[src/rtl/sum_bcd_display.sv]
// Binary-to-BCD converter (iterative double-dabble) driving a 2-digit multiplexed 7-segment display.
// Define ZERO_BLANK_EN to blank a leading zero in the tens digit.
module sum_bcd_display #(
    parameter int unsigned SUM_W    = 5,
    parameter int unsigned SCAN_DIV = 50000
) (
    input  logic             clk,
    input  logic             rst_n,
    input  logic [SUM_W-1:0] sum_in,
    input  logic             sum_valid,
    output logic             sum_ready,
    output logic             busy,
    output logic [3:0]       bcd_tens,
    output logic [3:0]       bcd_ones,
    output logic [6:0]       seg,
    output logic [1:0]       an
);

    localparam int unsigned SHW   = $clog2(SUM_W + 1);
    localparam int unsigned CNT_W = $clog2(SCAN_DIV);
    localparam int unsigned DDW   = 8 + SUM_W;

    typedef enum logic [1:0] {StIdle, StShift, StDone} state_e;

    state_e           state_q, state_d;
    logic [SUM_W-1:0] sreg_q, sreg_d;
    logic [7:0]       scratch_q, scratch_d;
    logic [SHW-1:0]   bits_q, bits_d;
    logic [3:0]       tens_q, tens_d;
    logic [3:0]       ones_q, ones_d;
    logic [CNT_W-1:0] scan_q, scan_d;
    logic             sel_q, sel_d;
    logic [1:0]       an_q, an_d;
    logic [6:0]       seg_q, seg_d;
    logic [7:0]       corr;
    logic [DDW-1:0]   dabble;
    logic [6:0]       tens_seg;

    function automatic logic [6:0] decode(input logic [3:0] d);
        case (d)
            4'd0:    decode = 7'b1000000;
            4'd1:    decode = 7'b1111001;
            4'd2:    decode = 7'b0100100;
            4'd3:    decode = 7'b0110000;
            4'd4:    decode = 7'b0011001;
            4'd5:    decode = 7'b0010010;
            4'd6:    decode = 7'b0000010;
            4'd7:    decode = 7'b1111000;
            4'd8:    decode = 7'b0000000;
            4'd9:    decode = 7'b0010000;
            default: decode = 7'b1111111;
        endcase
    endfunction

    // Conversion FSM
    always_comb begin
        state_d   = state_q;
        sreg_d    = sreg_q;
        scratch_d = scratch_q;
        bits_d    = bits_q;
        tens_d    = tens_q;
        ones_d    = ones_q;
        corr      = scratch_q;
        dabble    = '0;
        unique case (state_q)
            StIdle: begin
                if (sum_valid) begin
                    sreg_d    = sum_in;
                    scratch_d = '0;
                    bits_d    = SHW'(SUM_W);
                    state_d   = StShift;
                end
            end
            StShift: begin
                if (corr[3:0] >= 4'd5) corr[3:0] = corr[3:0] + 4'd3;
                if (corr[7:4] >= 4'd5) corr[7:4] = corr[7:4] + 4'd3;
                dabble    = {corr, sreg_q} << 1;
                scratch_d = dabble[DDW-1:SUM_W];
                sreg_d    = dabble[SUM_W-1:0];
                bits_d    = bits_q - SHW'(1);
                if (bits_q == SHW'(1)) state_d = StDone;
            end
            StDone: begin
                tens_d  = scratch_q[7:4];
                ones_d  = scratch_q[3:0];
                state_d = StIdle;
            end
            default: state_d = StIdle;
        endcase
    end

    // Scan and display; an/seg follow next-state sel/bcd so they stay aligned with the registers.
    always_comb begin
        scan_d = scan_q + CNT_W'(1);
        sel_d  = sel_q;
        if (scan_q == CNT_W'(SCAN_DIV - 1)) begin
            scan_d = '0;
            sel_d  = ~sel_q;
        end
`ifdef ZERO_BLANK_EN
        tens_seg = (tens_d == 4'd0) ? 7'b1111111 : decode(tens_d);
`else
        tens_seg = decode(tens_d);
`endif
        if (sel_d) begin
            an_d  = 2'b01;
            seg_d = tens_seg;
        end else begin
            an_d  = 2'b10;
            seg_d = decode(ones_d);
        end
    end

    always_ff @(posedge clk or negedge rst_n) begin
        if (!rst_n) begin
            state_q   <= StIdle;
            sreg_q    <= '0;
            scratch_q <= '0;
            bits_q    <= '0;
            tens_q    <= '0;
            ones_q    <= '0;
            scan_q    <= '0;
            sel_q     <= 1'b0;
            an_q      <= 2'b10;
            seg_q     <= 7'b1000000;
        end else begin
            state_q   <= state_d;
            sreg_q    <= sreg_d;
            scratch_q <= scratch_d;
            bits_q    <= bits_d;
            tens_q    <= tens_d;
            ones_q    <= ones_d;
            scan_q    <= scan_d;
            sel_q     <= sel_d;
            an_q      <= an_d;
            seg_q     <= seg_d;
        end
    end

    assign sum_ready = (state_q == StIdle);
    assign busy      = (state_q != StIdle);
    assign bcd_tens  = tens_q;
    assign bcd_ones  = ones_q;
    assign an        = an_q;
    assign seg       = seg_q;

endmodule

[config.mk]
export PLATFORM = sky130hd
export DESIGN_NAME = sum_bcd_display
export DESIGN_NICKNAME = d
export VERILOG_FILES = /design/src/rtl/sum_bcd_display.sv
export SDC_FILE = /design/constraint.sdc
export NUM_CORES = 1
export LEC_CHECK = 0
export BUFFER_PORTS_ARGS = -buffer_cell sky130_fd_sc_hd__buf_4
export CORE_UTILIZATION = 50
export DETAILED_ROUTE_END_ITERATION = 12
export PLACE_DENSITY = 0.72
export SYNTH_ARGS = -nofsm -noshare
export SYNTH_HDL_FRONTEND = slang
export SYNTH_SLANG_ARGS = --single-unit
[constraint.sdc]
create_clock -name clk -period 3.41 [get_ports clk]
set_input_delay 0.682 -clock clk [delete_from_list [all_inputs] [get_ports clk]]
set_output_delay 0.682 -clock clk [all_outputs]
set_load 0.1 [all_outputs]
* Word level (Yosys, flattened, before mapping)
Memories as Yosys holds them, arrays and structs flattened. Cells that the tools add are included.
Word-level totals: flip-flop bits (word level) 52, memory bits (read-only) 224, bits of input ports 8, output and inout port bits 19, logic and storage cells 47, memories kept 2
Memories:
- (no name shown) | depth 16, bits a word 7, rd ports 1, clocked after Yosys merged registers in 0, wr ports 0, line 40 | case (d)
- (no name shown) | depth 16, bits a word 7, rd ports 1, clocked after Yosys merged registers in 0, wr ports 0, line 40
Cells by class: add/subtract/negate cells 4, $lt $le $gt $ge 2, equal/unequal tests 6, multiplexer cells 17, bitwise gates (word level) 1, reductions and logical operators 5
Operators with widths (count):
- 16-bit by 1-bit adder with 16-bit output (second input constant) | 1
- 16-bit equality test (second input constant) | 1
- 16-bit 2-to-1 mux | 1
- 8-bit one-hot mux with 2 select lines | 1
- 4-bit 2-to-1 mux | 3
- 5-bit one-hot mux with 2 select lines | 1
- 4-bit by 3-bit >= comparator with 1-bit output (second input constant) | 2
- 8-bit 2-to-1 mux | 1
- 7-bit 2-to-1 mux | 1
- 2-bit 2-to-1 mux | 3
- 3-bit 2-to-1 mux | 2
- 3-bit one-hot mux with 2 select lines | 1
- 5-bit 2-to-1 mux | 1
- 4-bit by 2-bit adder with 4-bit output (second input constant) | 1
- 2-bit != test (second input constant) | 2
- 2-bit one-hot mux with 2 select lines | 1
- 2-bit AND reduction | 2
- 2-bit nonzero test | 2
- 3-bit by 2-bit adder with 3-bit output (second input constant) | 1
- 3-bit by 1-bit equality test with 1-bit output (second input constant) | 1
- 3-bit by 1-bit subtractor with 3-bit output (second input constant) | 1
- 2-bit by 1-bit equality test with 1-bit output (second input constant) | 1
- 2-bit equality test (second input constant) | 1
- 2-bit zero test | 1
- 2 further kinds | 2

* Longest topological paths before layout
An unclocked memory read counts as a cell.
depth after elaboration 4, depth in mapped cells 10, depth with buffers taken out 8

* Least setup slack after synthesis
OpenSTA, ideal clock, no wires.
kind reg2out, start point register state_q[1], end point output port sum_ready, data arrival time 1.766 ns, required time 2.728 ns, setup slack 0.962 ns, cell stages (with the launch flop) 4, buffers on the path 1, cells stage by stage dfrtp_1 clkbuf_1 or2_2 inv_1
Between the ends: longest elaborated chain between the ends 1
RTL lines:
- start, declared | line 25 | state_e state_q, state_d;
- start signal, assigned | line 116 | state_q <= StIdle;
- start signal, assigned | line 127 | state_q <= state_d;
- 2-bit zero test | line 140 | assign sum_ready = (state_q == StIdle);
- end, declared | line 11 | output logic sum_ready,
No other way between the ends.

* Worst setup path after layout
start point register state_q[0], end point register seg_q[6] (netlist: seg[6])
Between the ends: longest elaborated chain between the ends 4, elaborated cells between the ends (all ways) 6, those cells by class 1 x eq/ne; 3 x mux; 2 x memory
RTL lines:
- 2-bit equality test | line 65 | unique case (state_q)
- 4-bit 2-to-1 mux | line 65
- net tens_d[2] | line 29 | logic [3:0] tens_q, tens_d;
- memory 16 x 7 bit
- 7-bit 2-to-1 mux | line 105 | if (sel_d) begin
- net seg_d[6] | line 34 | logic [6:0] seg_q, seg_d;
- end signal, assigned | line 136 | seg_q <= seg_d;
- end, declared | line 34
The timed path passes the listed nets, and every way through them passes these cells. A chain may end at the register's enable or synchronous reset.

==> impl_metrics.csv <==
group,metric,value,unit
sta,timing.fmax,0.3884,GHz
clock_network,cts_resized,0,
cells_and_area,fin_cells,362,
clock_network,cts_buffer_depth,2,
clock_network,insertion_delay,0.31,ns
cells_and_area,fill_cells,470,
global_routing,grt_max_degree,52,
critical_path,path_cells,"nand2b_1, mux2i_1, inv_1, a21oi_1, a211oi_1, a31o_2",
yosys,synth-edff-count,0,
drt,dr.pass1.iters,4,
yosys,synthXorXnorAreaFrac,5.579,%
clock_network,cts_hold_buf,0,
yosys,syn_area,2669,µm²
critical_path,rrSetupSlack,0.84,ns
yosys,synthArstFlopShare,100.0,%
cells_and_area,syn2layout_area_growth,12.38,%
sta,layout_min_cycle_time,2.574,ns
critical_path,critPathKind,"flop to flop",
critical_path,cpLargestDelayFamily,"simple AND/OR/NAND/NOR gates",
drt,ant_nets,0,
yosys,synth_nets,291,
power_and_ir_drop,p_per_area,918.4,nW/µm²
floorplan,core,5140,µm²
placement,dpl.hpwl,3762,µm
placement,gp_congestion,0.9302,
cells_and_area,layout_commonest_cell,"dfrtp_1",
power_and_ir_drop,p_leak,1.462,nW
placement,dp_cells,354,
global_routing,antenna_found_initial,0,
clock_network,htree_levels,2,
yosys,synth-simple-area-share,16.50,%
sta,hold_viol,0,
sta,slew_viol_final,0,
sta,slew_headroom,27.57,%
yosys,synth_top_area_share,45.94,%
yosys,postSynthAreaPerCell,10.03,µm²
clock_network,cts_tree,"done",
critical_path,reg2reg_to,"seg[6]",
status,outcome,"complete, no violations",
drt,drcViolationCount,0,
cells_and_area,multi_input_area,1270,µm²
floorplan,die_h,75.06,µm
critical_path,r2r_start,"state_q[0]",
global_routing,grt_pass1_wl,8466,µm
yosys,ys_ff_latch,51,
drt,wire_per_inst,14.12,µm
drt,viasPerCell,5.453,
power_and_ir_drop,peakVddDrop,806.9,µV
cells_and_area,nNetsFinal,316,
yosys,synth_compound_area_share,15.28,%
yosys,yosys.area.top_type,"dfrtp_1",
cells_and_area,fin_area,2999,µm²
sta,post-route-period-util,75.49,%
yosys,synth_area_leaders,"dfrtp_1, ha_1, a21oi_1",
sta,rsz0062_at_grt,"false",
floorplan,start_util,51.92,%
flow_run,max-cap-violations,0,
sta,fin_tns_setup,0,ns
floorplan,dieArea,5634,µm²
critical_path,r2r_cells,6,
cells_and_area,mostFrequentLayoutCells,"dfrtp_1, buf_4, nor2_1",
yosys,synth.distinct_cells,44,
yosys,synthCells,266,
yosys,synth.area.mux_share,2.250,%
critical_path,critPathRequiredTime,3.66,ns
critical_path,worstSetupStartpointType,"flop",
clock_network,numCtsBuffers,5,
sta,tightestPinTransition,1.079,ns
placement,placed_cell_area,2910,µm²
critical_path,crit_path_end_kind,"flop",
yosys,synth_top_family_by_area,"simple AND/OR/NAND/NOR gates",
drt,drtIter0Drc,64,
global_routing,grt_pass1_vias,1873,
hold_path,hold_class,"input port to async pin",
drt,vias,1974,
clock_network,cts.clk_slew.worst_paths,0.09,ns
critical_path,worstPathArrival,2.83,ns
cells_and_area,drive_above_1_share,15.75,%
clock_network,clockRootBuffer,"clkbuf_8",
floorplan,rows,26,
sta,setup_viol,0,
critical_path,cp_max_fo,18,
global_routing,grt_usage,19.99,%
critical_path,path_buf_inv,1,
clock_network,post-cts-setup-buffers,0,
cells_and_area,antenna-diode-count,0,
floorplan,ios,27,
sta,setup_ws,0.8357,ns
placement,pre_cts_ws,0.8542,ns
yosys,synthAdderAreaFrac,7.970,%
critical_path,slowest_delay,0.63,ns
yosys,ys.flop_type,"dfrtp_1",
placement,port-buffer-count,26,
sta,fin_worst_skew,0.005943,ns
clock_network,cts.sinks,51,
critical_path,cp_slowest_cell,"nand2b_1",
cells_and_area,register_area,1279,µm²
yosys,yosys_warnings,0,
drt,wirelength,5112,µm
floorplan,die_x,75.06,µm
yosys,yosysSeqAreaShare,47.91,%
global_routing,grt-ovfl-total,0,
[how the worst max path moves through the flow]
| stage | end | slack (ns) | depth (start not counted) | from |
|---|---|---|---|---|
| 2_1_floorplan | sum_ready | 0.96 | 3 | state_q[1] |
| 6_report | seg[6] | 0.84 | 6 | state_q[0] |
| 3_3_place_gp | seg[4] | 0.95 | 6 | state_q[0] |
| 3_5_place_dp | seg[6] | 0.85 | 6 | state_q[0] |
| 4_1_cts | seg[6] | 0.83 | 6 | state_q[0] |
| 5_1_grt | seg[4] | 0.55 | 6 | state_q[0] |
[worst reg2reg max path, stage by stage (launching register included)]
cell and delay [ns]:
dfrtp_1 0.54, nand2b_1 0.63, mux2i_1 0.59, inv_1 0.17
a21oi_1 0.23, a211oi_1 0.10, a31o_2 0.26
[cell families (layout without fill, tap and decap cells)]
kind of cell,count (synthesis),after routing
adder cells (fa/ha/maj),17,17
XOR/XNOR,17,17
multiplexers,6,6
flip-flops,51,51
AND/OR/NAND/NOR,84,84
buffers and inverters,28,54
AO/OA/AOI/OAI,63,63
[area by class of cell]
class / count / share of cell area [%]
inverters: 19 / 2.378
clock buffers: 5 / 2.295
flip-flops and latches: 51 / 42.64
repair buffers: 27 / 6.758
well taps: 70 / 2.920
multi-input cells: 187 / 42.34
clock inverters: 3 / 0.6675
[Yosys cell counts, types with 4 or more instances]
master,number
ha_1,17
a21oi_1,16
mux2i_1,6
dfrtp_1,49
nand2b_1,5
nand2_1,19
nor2_1,21
a22oi_1,5
xor2_1,8
xnor2_1,9
o21ai_0,16
clkbuf_1,6
o21a_1,5
nor2b_1,7
a32o_1,4
nand3_1,13
inv_1,19
[per-stage QoR]
stage | power (mW) | hold WS, ns | util [%]
6_report | 2.754 | 0.3889 | 58.35
2_1_floorplan | 2.094 | 0.3864 | -
4_1_cts | 2.764 | 0.4102 | 58.35
3_5_place_dp | 2.417 | 0.4781 | 56.62
5_1_grt | 2.925 | 0.4457 | 58.35
3_3_place_gp | 2.387 | 0.4694 | 56.62
[routing by layer]
metal / GRT usage [%] / wire [µm]
met1: 25.43 / 2367
met2: 33.53 / 2491
met3: 4.685 / 168
met4: 6.918 / 85
met5: 0 / 0
[registers in the layout (all words and copies together), names as in the netlist]
signal	flops
sreg_q	5
bcd_ones	4
bcd_tens	4
scan_q	16
state_q	2
scratch_q	8
an	2
bits_q	3
seg	7
[power breakdown]
part           internal, mW  switching [mW]
sequential            0.764           0.138
combinational         0.439            1.06
clock                 0.143           0.206
total                  1.35            1.41
(Power assumes the default switching activity.)
